### config.mk
export PLATFORM = sky130hd
export DESIGN_NAME = mem_port_arbiter
export DESIGN_NICKNAME = d
export VERILOG_FILES = /design/src/rtl/mem_port_arb_pkg.sv /design/src/rtl/mem_port_arbiter_prio.sv /design/src/rtl/mem_port_arbiter.sv
export SDC_FILE = /design/constraint.sdc
export NUM_CORES = 1
export LEC_CHECK = 0
export ABC_AREA = 1
export CAP_MARGIN = 20
export CORE_AREA = 2 2 154 156
export CTS_CLUSTER_DIAMETER = 60
export CTS_CLUSTER_SIZE = 30
export DETAILED_ROUTE_END_ITERATION = 8
export DIE_AREA = 0 0 156 158
export HOLD_SLACK_MARGIN = 0.15
export PLACE_DENSITY = 0.62
export SLEW_MARGIN = 10
export SYNTH_ARGS = -nofsm -noshare
export SYNTH_HDL_FRONTEND = slang
export SYNTH_HIERARCHICAL = 1
export SYNTH_SLANG_ARGS = --single-unit
### constraint.sdc
create_clock -name clk -period 1.67 [get_ports clk]
set_input_delay 0.4175 -clock clk [delete_from_list [all_inputs] [get_ports clk]]
set_output_delay 0.4175 -clock clk [all_outputs]
set_load 0.005 [all_outputs]
### src/rtl/mem_port_arb_pkg.sv
// Shared types for the unified memory port arbiter.
// Fetch and data requesters share one memory port through this arbiter.
package mem_port_arb_pkg;

    typedef enum logic [1:0] {
        ARB_IDLE,
        ARB_ACCESS,
        ARB_RESP
    } arb_state_t;

    typedef enum logic {
        OWN_I,
        OWN_D
    } owner_t;

    localparam logic [2:0] FUNC3_WORD = 3'b010;

    function automatic int unsigned cnt_width(input int unsigned n);
        return (n < 1) ? 1 : $clog2(n + 1);
    endfunction

endpackage

### src/rtl/mem_port_arbiter_prio.sv
// Winner select between fetch and data requests.
// Tracks contested data wins so fetch is never starved past STARVE_LIMIT.
module arb_priority
    import mem_port_arb_pkg::*;
#(
    parameter int unsigned STARVE_LIMIT = 4
) (
    input  logic clk,
    input  logic reset,
    input  logic i_req,
    input  logic d_req,
    input  logic take,
    output logic i_win,
    output logic d_win
);

    localparam int unsigned SW = cnt_width(STARVE_LIMIT);

    logic [SW-1:0] starve_cnt;
    logic          force_i;

    always_comb begin
        force_i = (STARVE_LIMIT != 0) && (starve_cnt == SW'(STARVE_LIMIT));
        d_win   = d_req && !(i_req && force_i);
        i_win   = i_req && !d_win;
    end

    // Only a data win that beat a waiting fetch counts towards starvation.
    always_ff @(posedge clk) begin
        if (reset) begin
            starve_cnt <= '0;
        end else if (take) begin
            if (i_win)
                starve_cnt <= '0;
            else if (d_win && i_req && (STARVE_LIMIT != 0))
                starve_cnt <= starve_cnt + 1'b1;
        end
    end

endmodule

### src/rtl/mem_port_arbiter.sv
// Single-port memory arbiter: data over fetch, one transaction in flight.
// Define MEM_PORT_ARB_STATS_EN to build the grant/conflict statistics counters.
module mem_port_arbiter
    import mem_port_arb_pkg::*;
#(
    parameter int unsigned READ_LATENCY = 1,
    parameter int unsigned STARVE_LIMIT = 4
) (
    input  logic        clk,
    input  logic        reset,
    input  logic        i_req,
    input  logic [31:0] i_addr,
    output logic        i_gnt,
    output logic        i_done,
    output logic [31:0] i_rdata,
    input  logic        d_req,
    input  logic        d_wen,
    input  logic [31:0] d_addr,
    input  logic [31:0] d_wdata,
    input  logic [2:0]  d_func3,
    output logic        d_gnt,
    output logic        d_done,
    output logic [31:0] d_rdata,
    output logic [31:0] mem_ra,
    output logic [31:0] mem_wa,
    output logic [31:0] mem_wd,
    output logic        mem_wen,
    output logic [2:0]  mem_func3,
    input  logic [31:0] mem_rd,
    output logic        busy,
    output logic [31:0] stat_i_grants,
    output logic [31:0] stat_d_grants,
    output logic [31:0] stat_conflicts
);

    localparam int unsigned CW = cnt_width(READ_LATENCY);

    arb_state_t    state;
    owner_t        owner;
    logic [CW-1:0] cnt;
    logic          store;
    logic          accept;
    logic          resp;
    logic          take;
    logic          i_win;
    logic          d_win;

    arb_priority #(
        .STARVE_LIMIT(STARVE_LIMIT)
    ) u_prio (
        .clk  (clk),
        .reset(reset),
        .i_req(i_req),
        .d_req(d_req),
        .take (accept),
        .i_win(i_win),
        .d_win(d_win)
    );

    always_comb begin
        accept  = !reset && (state == ARB_IDLE || state == ARB_RESP);
        resp    = !reset && (state == ARB_RESP);
        i_gnt   = accept && i_win;
        d_gnt   = accept && d_win;
        take    = i_gnt || d_gnt;
        i_done  = resp && (owner == OWN_I);
        d_done  = resp && (owner == OWN_D);
        i_rdata = i_done ? mem_rd : '0;
        d_rdata = (d_done && !store) ? mem_rd : '0;
        busy    = (state != ARB_IDLE);
    end

    // Write enable lives only in the first ACCESS cycle of a store.
    always_ff @(posedge clk) begin
        if (reset) begin
            state     <= ARB_IDLE;
            owner     <= OWN_I;
            cnt       <= '0;
            store     <= 1'b0;
            mem_ra    <= '0;
            mem_wa    <= '0;
            mem_wd    <= '0;
            mem_wen   <= 1'b0;
            mem_func3 <= '0;
        end else begin
            mem_wen <= 1'b0;
            if (take) begin
                state     <= ARB_ACCESS;
                cnt       <= CW'(READ_LATENCY);
                owner     <= d_gnt ? OWN_D : OWN_I;
                store     <= d_gnt && d_wen;
                mem_ra    <= d_gnt ? d_addr : i_addr;
                mem_wa    <= d_gnt ? d_addr : i_addr;
                mem_wd    <= d_gnt ? d_wdata : '0;
                mem_wen   <= d_gnt && d_wen;
                mem_func3 <= d_gnt ? d_func3 : FUNC3_WORD;
            end else if (state == ARB_ACCESS) begin
                cnt <= cnt - 1'b1;
                if (cnt == CW'(1))
                    state <= ARB_RESP;
            end else if (state == ARB_RESP) begin
                state <= ARB_IDLE;
            end
        end
    end

`ifdef MEM_PORT_ARB_STATS_EN
    logic [31:0] n_i;
    logic [31:0] n_d;
    logic [31:0] n_c;

    always_ff @(posedge clk) begin
        if (reset) begin
            n_i <= '0;
            n_d <= '0;
            n_c <= '0;
        end else begin
            if (i_gnt)
                n_i <= n_i + 32'd1;
            if (d_gnt)
                n_d <= n_d + 32'd1;
            if (accept && i_req && d_req)
                n_c <= n_c + 32'd1;
        end
    end

    assign stat_i_grants  = n_i;
    assign stat_d_grants  = n_d;
    assign stat_conflicts = n_c;
`else
    assign stat_i_grants  = '0;
    assign stat_d_grants  = '0;
    assign stat_conflicts = '0;
`endif

endmodule

==> reports/qor.yml <==
critical_path:
  critical-path-slowest-cell: "dfxtp_2"
  start_kind: "register"
  critical_path_peak_fanout: 5
  critical_path.reg2reg.endpoint: "mem_wd[5]"
  worst-endpoint-arrival_ps: 1590
  critical_path_required_ps: 1250
  cpMostUsedCell: "nor2_4"
  type_of_the_setup_path_with_the_least_slack: "reg -> out"
  r2r_cells: 12
  regToRegSetupSlack_ps: -50
  end_kind: "primary output"
  largest_stage_delay_worst_path_ps: 340
  crit-reg2reg-launch: "u_prio/starve_cnt[0]"
  cp_cell_sequence: "nor2_4 -> nand2_2 -> nor2_4 -> buf_8 -> nand2_8 -> buf_12 -> nor2_4 -> buf_2"
grt:
  grt_start_max_net_pins: 37
  number_of_antenna_violations_at_the_first_check_in_global_routing: 0
  met2_usage_pct: 24.13
  grt_use_total_pct: 14.52
  gr-usage-met3_pct: 4.544
  overflow: 0
  globalRoute.busiestLayer: "met2"
  wire_length_of_the_first_global_routing_pass_um: 27170
  grt.met1_usage_pct: 17.84
  number_of_global_route_vias_before_repair: 4903
power:
  pwr-share-comb_pct: 32.8
  power_frac_clock_pct: 32.4
  pwr-share-seq_pct: 34.8
  ir_worst_vdd_uv: 691.1
  p_sw_share_pct: 32.26
  finalPower_mw: 6.245
  p_switching_mw: 2.014
  pwr_density_cell_nw_per_um2: 660.5
  power.leakage_nw: 5.047
  intPower_mw: 4.230
sta:
  rsz_0062_raised_after_global_routing: "yes"
  final_critical_path_share_of_the_clock_period_pct: 120.5
  period_needed_ps: 2012
  final-setup-viol-count: 100
  slew_violations: 0
  clock-skew-final_ps: 9.311
  finalWorstSetupSlack_ps: -342.1
  hold_violations: 0
  tns_ps: -17710
  max_freq_mhz: 497.0
place:
  place_worst_setup_slack_ps: -968.3
  numPortBuffers: 304
  dp_hpwl_um: 12740
  place_congestion: 0.7728
clocking:
  clock_latency_ps: 350
  tritoncts_clock_tree: "yes"
  h_tree_depth: 3
  cts_buffers: 9
  clk_root_buffer_cell: "clkbuf_16"
  cts-root-to-sink-buffers: 2
  clk_pin_slew_worst_paths_ps: 70
  cts.sink_count: 76
die:
  floorplan.die.height_um: 158
  number_of_top_level_pins: 401
  die-width_um: 156
  start_util_pct: 20.77
  total_die_area_um2: 24650
  coreArea_um2: 23050
  fp-row-count: 56
routing:
  route.detailed.vias_per_inst: 3.975
  drcViolationCount: 0
  num_vias: 5318
  drt_pre_antenna_iters: 4
  antenna_violating_nets_post_route: 0
  drt_first_iter_violations: 242
  routedWlPerCell_um: 15.10
  final_wirelength_um: 20200
final_layout:
  final_nets: 1181
  fill_cells: 2290
  share_of_post_route_cells_with_drive_strength_above_1_pct: 33.11
  seq_area_um2: 1572
  area.growth.synth_to_final_pct: 97.49
  area_of_the_multi_input_gates_um2: 2903
  antenna_cells_inserted: 0
logic_synthesis:
  yosys.cell_count.top_type: "nand2_1"
  post_synth_main_area_contributors: "dfxtp_1 32%, buf_4 21%, nand3_1 14%"
  synth_edf_count: 0
  synthCells: 729
  synth_sequential_area_ratio_pct: 31.78
  yosysTopAreaCell: "dfxtp_1"
  most_used_dff_post_synth: "dfxtp_1"
  synthTopCellsByCount: "146 x nand2_1, 136 x nand3_1, 132 x buf_4"
  register_bit_total_from_synthesis: 76
  synth_largest_type_area_fraction_pct: 31.78
  synthesis.area_um2: 4787
  async_reset_ff_share_pct: 0
  netlist-cell-type-count: 24
  syn_avg_cell_area_um2: 6.567
  warnings_from_yosys: 6
hold_path:
  hold-path-cell-count: 2
  min_to: "mem_wd[20]"
  hold_path.class: "reg -> reg"
  hold_path_startpoint: "mem_wd[20]"
job:
  max_cap_violations: 0
status:
  violations: "negative setup slack"
  status: "finished, violations left"
[layout make-up]
type                       instances  area share [%]
clock buffer                       9           2.382
inverter                         115           4.738
timing repair buffer             370           40.97
multi-input combinational        471           30.70
clock inverter                     7          0.7411
tap                              290           3.838
sequential                        76           16.62
[power groups by stage]
stage	Clock, mW	Combinational [mW]	Sequential (mW)
global placement	0	1.63	2.18
global route	2.19	2.23	2.20
finish	2.02	2.05	2.17
floorplan	0	0.824	2.17
detailed placement	0	1.64	2.18
CTS	2.12	1.83	2.16
[cell families after synthesis]
logic type,share of synthesized area (%)
AO/OA/AOI/OAI,1.150
adder cells (fa/ha/maj),0.5227
buffers and inverters,33.22
flip-flops,31.78
other,0.07834
AND/OR/NAND/NOR,33.25
[per-stage QoR]
| step | instances | area, µm² | hold WS, ps | util [%] |
|---|---|---|---|---|
| CTS | 1325 | 8498 | 463.9 | 36.86 |
| global route | 1338 | 9454 | 472.5 | 41.01 |
| floorplan | 824 | 5154 | 443.3 | - |
| finish | 1338 | 9454 | 454.0 | 41.01 |
| global placement | 1278 | 7659 | 449.9 | 33.22 |
| detailed placement | 1278 | 7659 | 456.7 | 33.22 |
[cells in the final DEF (no fill, tap or decap), types with 3 or more instances in the layout]
master,instances
buf_4,17
nand2_2,10
inv_1,103
nor2_4,48
dfxtp_1,42
clkbuf_16,16
dlygate4sd2_1,9
buf_6,21
dfxtp_2,31
a21oi_1,3
inv_6,3
nand2_4,3
buf_16,7
nor2_2,15
dfxtp_4,3
clkdlybuf4s50_1,192
nand2_1,138
nand3_2,60
nand3_4,7
nand3_1,70
dlymetal6s2s_1,33
buf_12,18
nand2_8,4
inv_2,9
conb_1,96
nor2_1,8
buf_2,61
[how the worst max path moves through the flow]
stage / from / endpoint / slack (ps) / cells past startpoint
3_5_place_dp: reset / d_rdata[12] / -970 / 7
3_3_place_gp: reset / d_rdata[21] / -900 / 7
4_1_cts: state[0] / d_rdata[25] / -360 / 8
5_1_grt: state[0] / d_rdata[27] / -420 / 8
6_report: state[0] / d_rdata[27] / -340 / 8
2_1_floorplan: u_prio/starve_cnt[0] / d_gnt / 20 / 9
[repair_timing]
action	in CTS	in global routing
endpoints found under the setup margin	177	182
gates resized for setup	405	200
cloned	10	8
setup buffers	22	9
endpoints found under the hold margin	0	0
pin swaps	29	65
hold buffers	0	0
[critical path, delay by kind of cell, from the launching register on]
family	cells	cell delay (ps)
AND/OR/NAND/NOR	5	470
buffers and inverters	3	430
flip-flops	1	340
[registers in the layout, indices dropped and copies added (netlist names)]
register,cells
cnt,1
mem_wd,32
mem_func3,3
store,1
state,2
mem_wa,32
owner,1
mem_wen,1
u_prio/starve_cnt,3
[per-layer routing]
layer  routed length [µm]  vias up
li1                     -     2618
met1                 8177     2456
met2                10180      215
met3                 1428       29
met4                  418        0
met5                    0        -
Power figures use the tool's default switching activity.
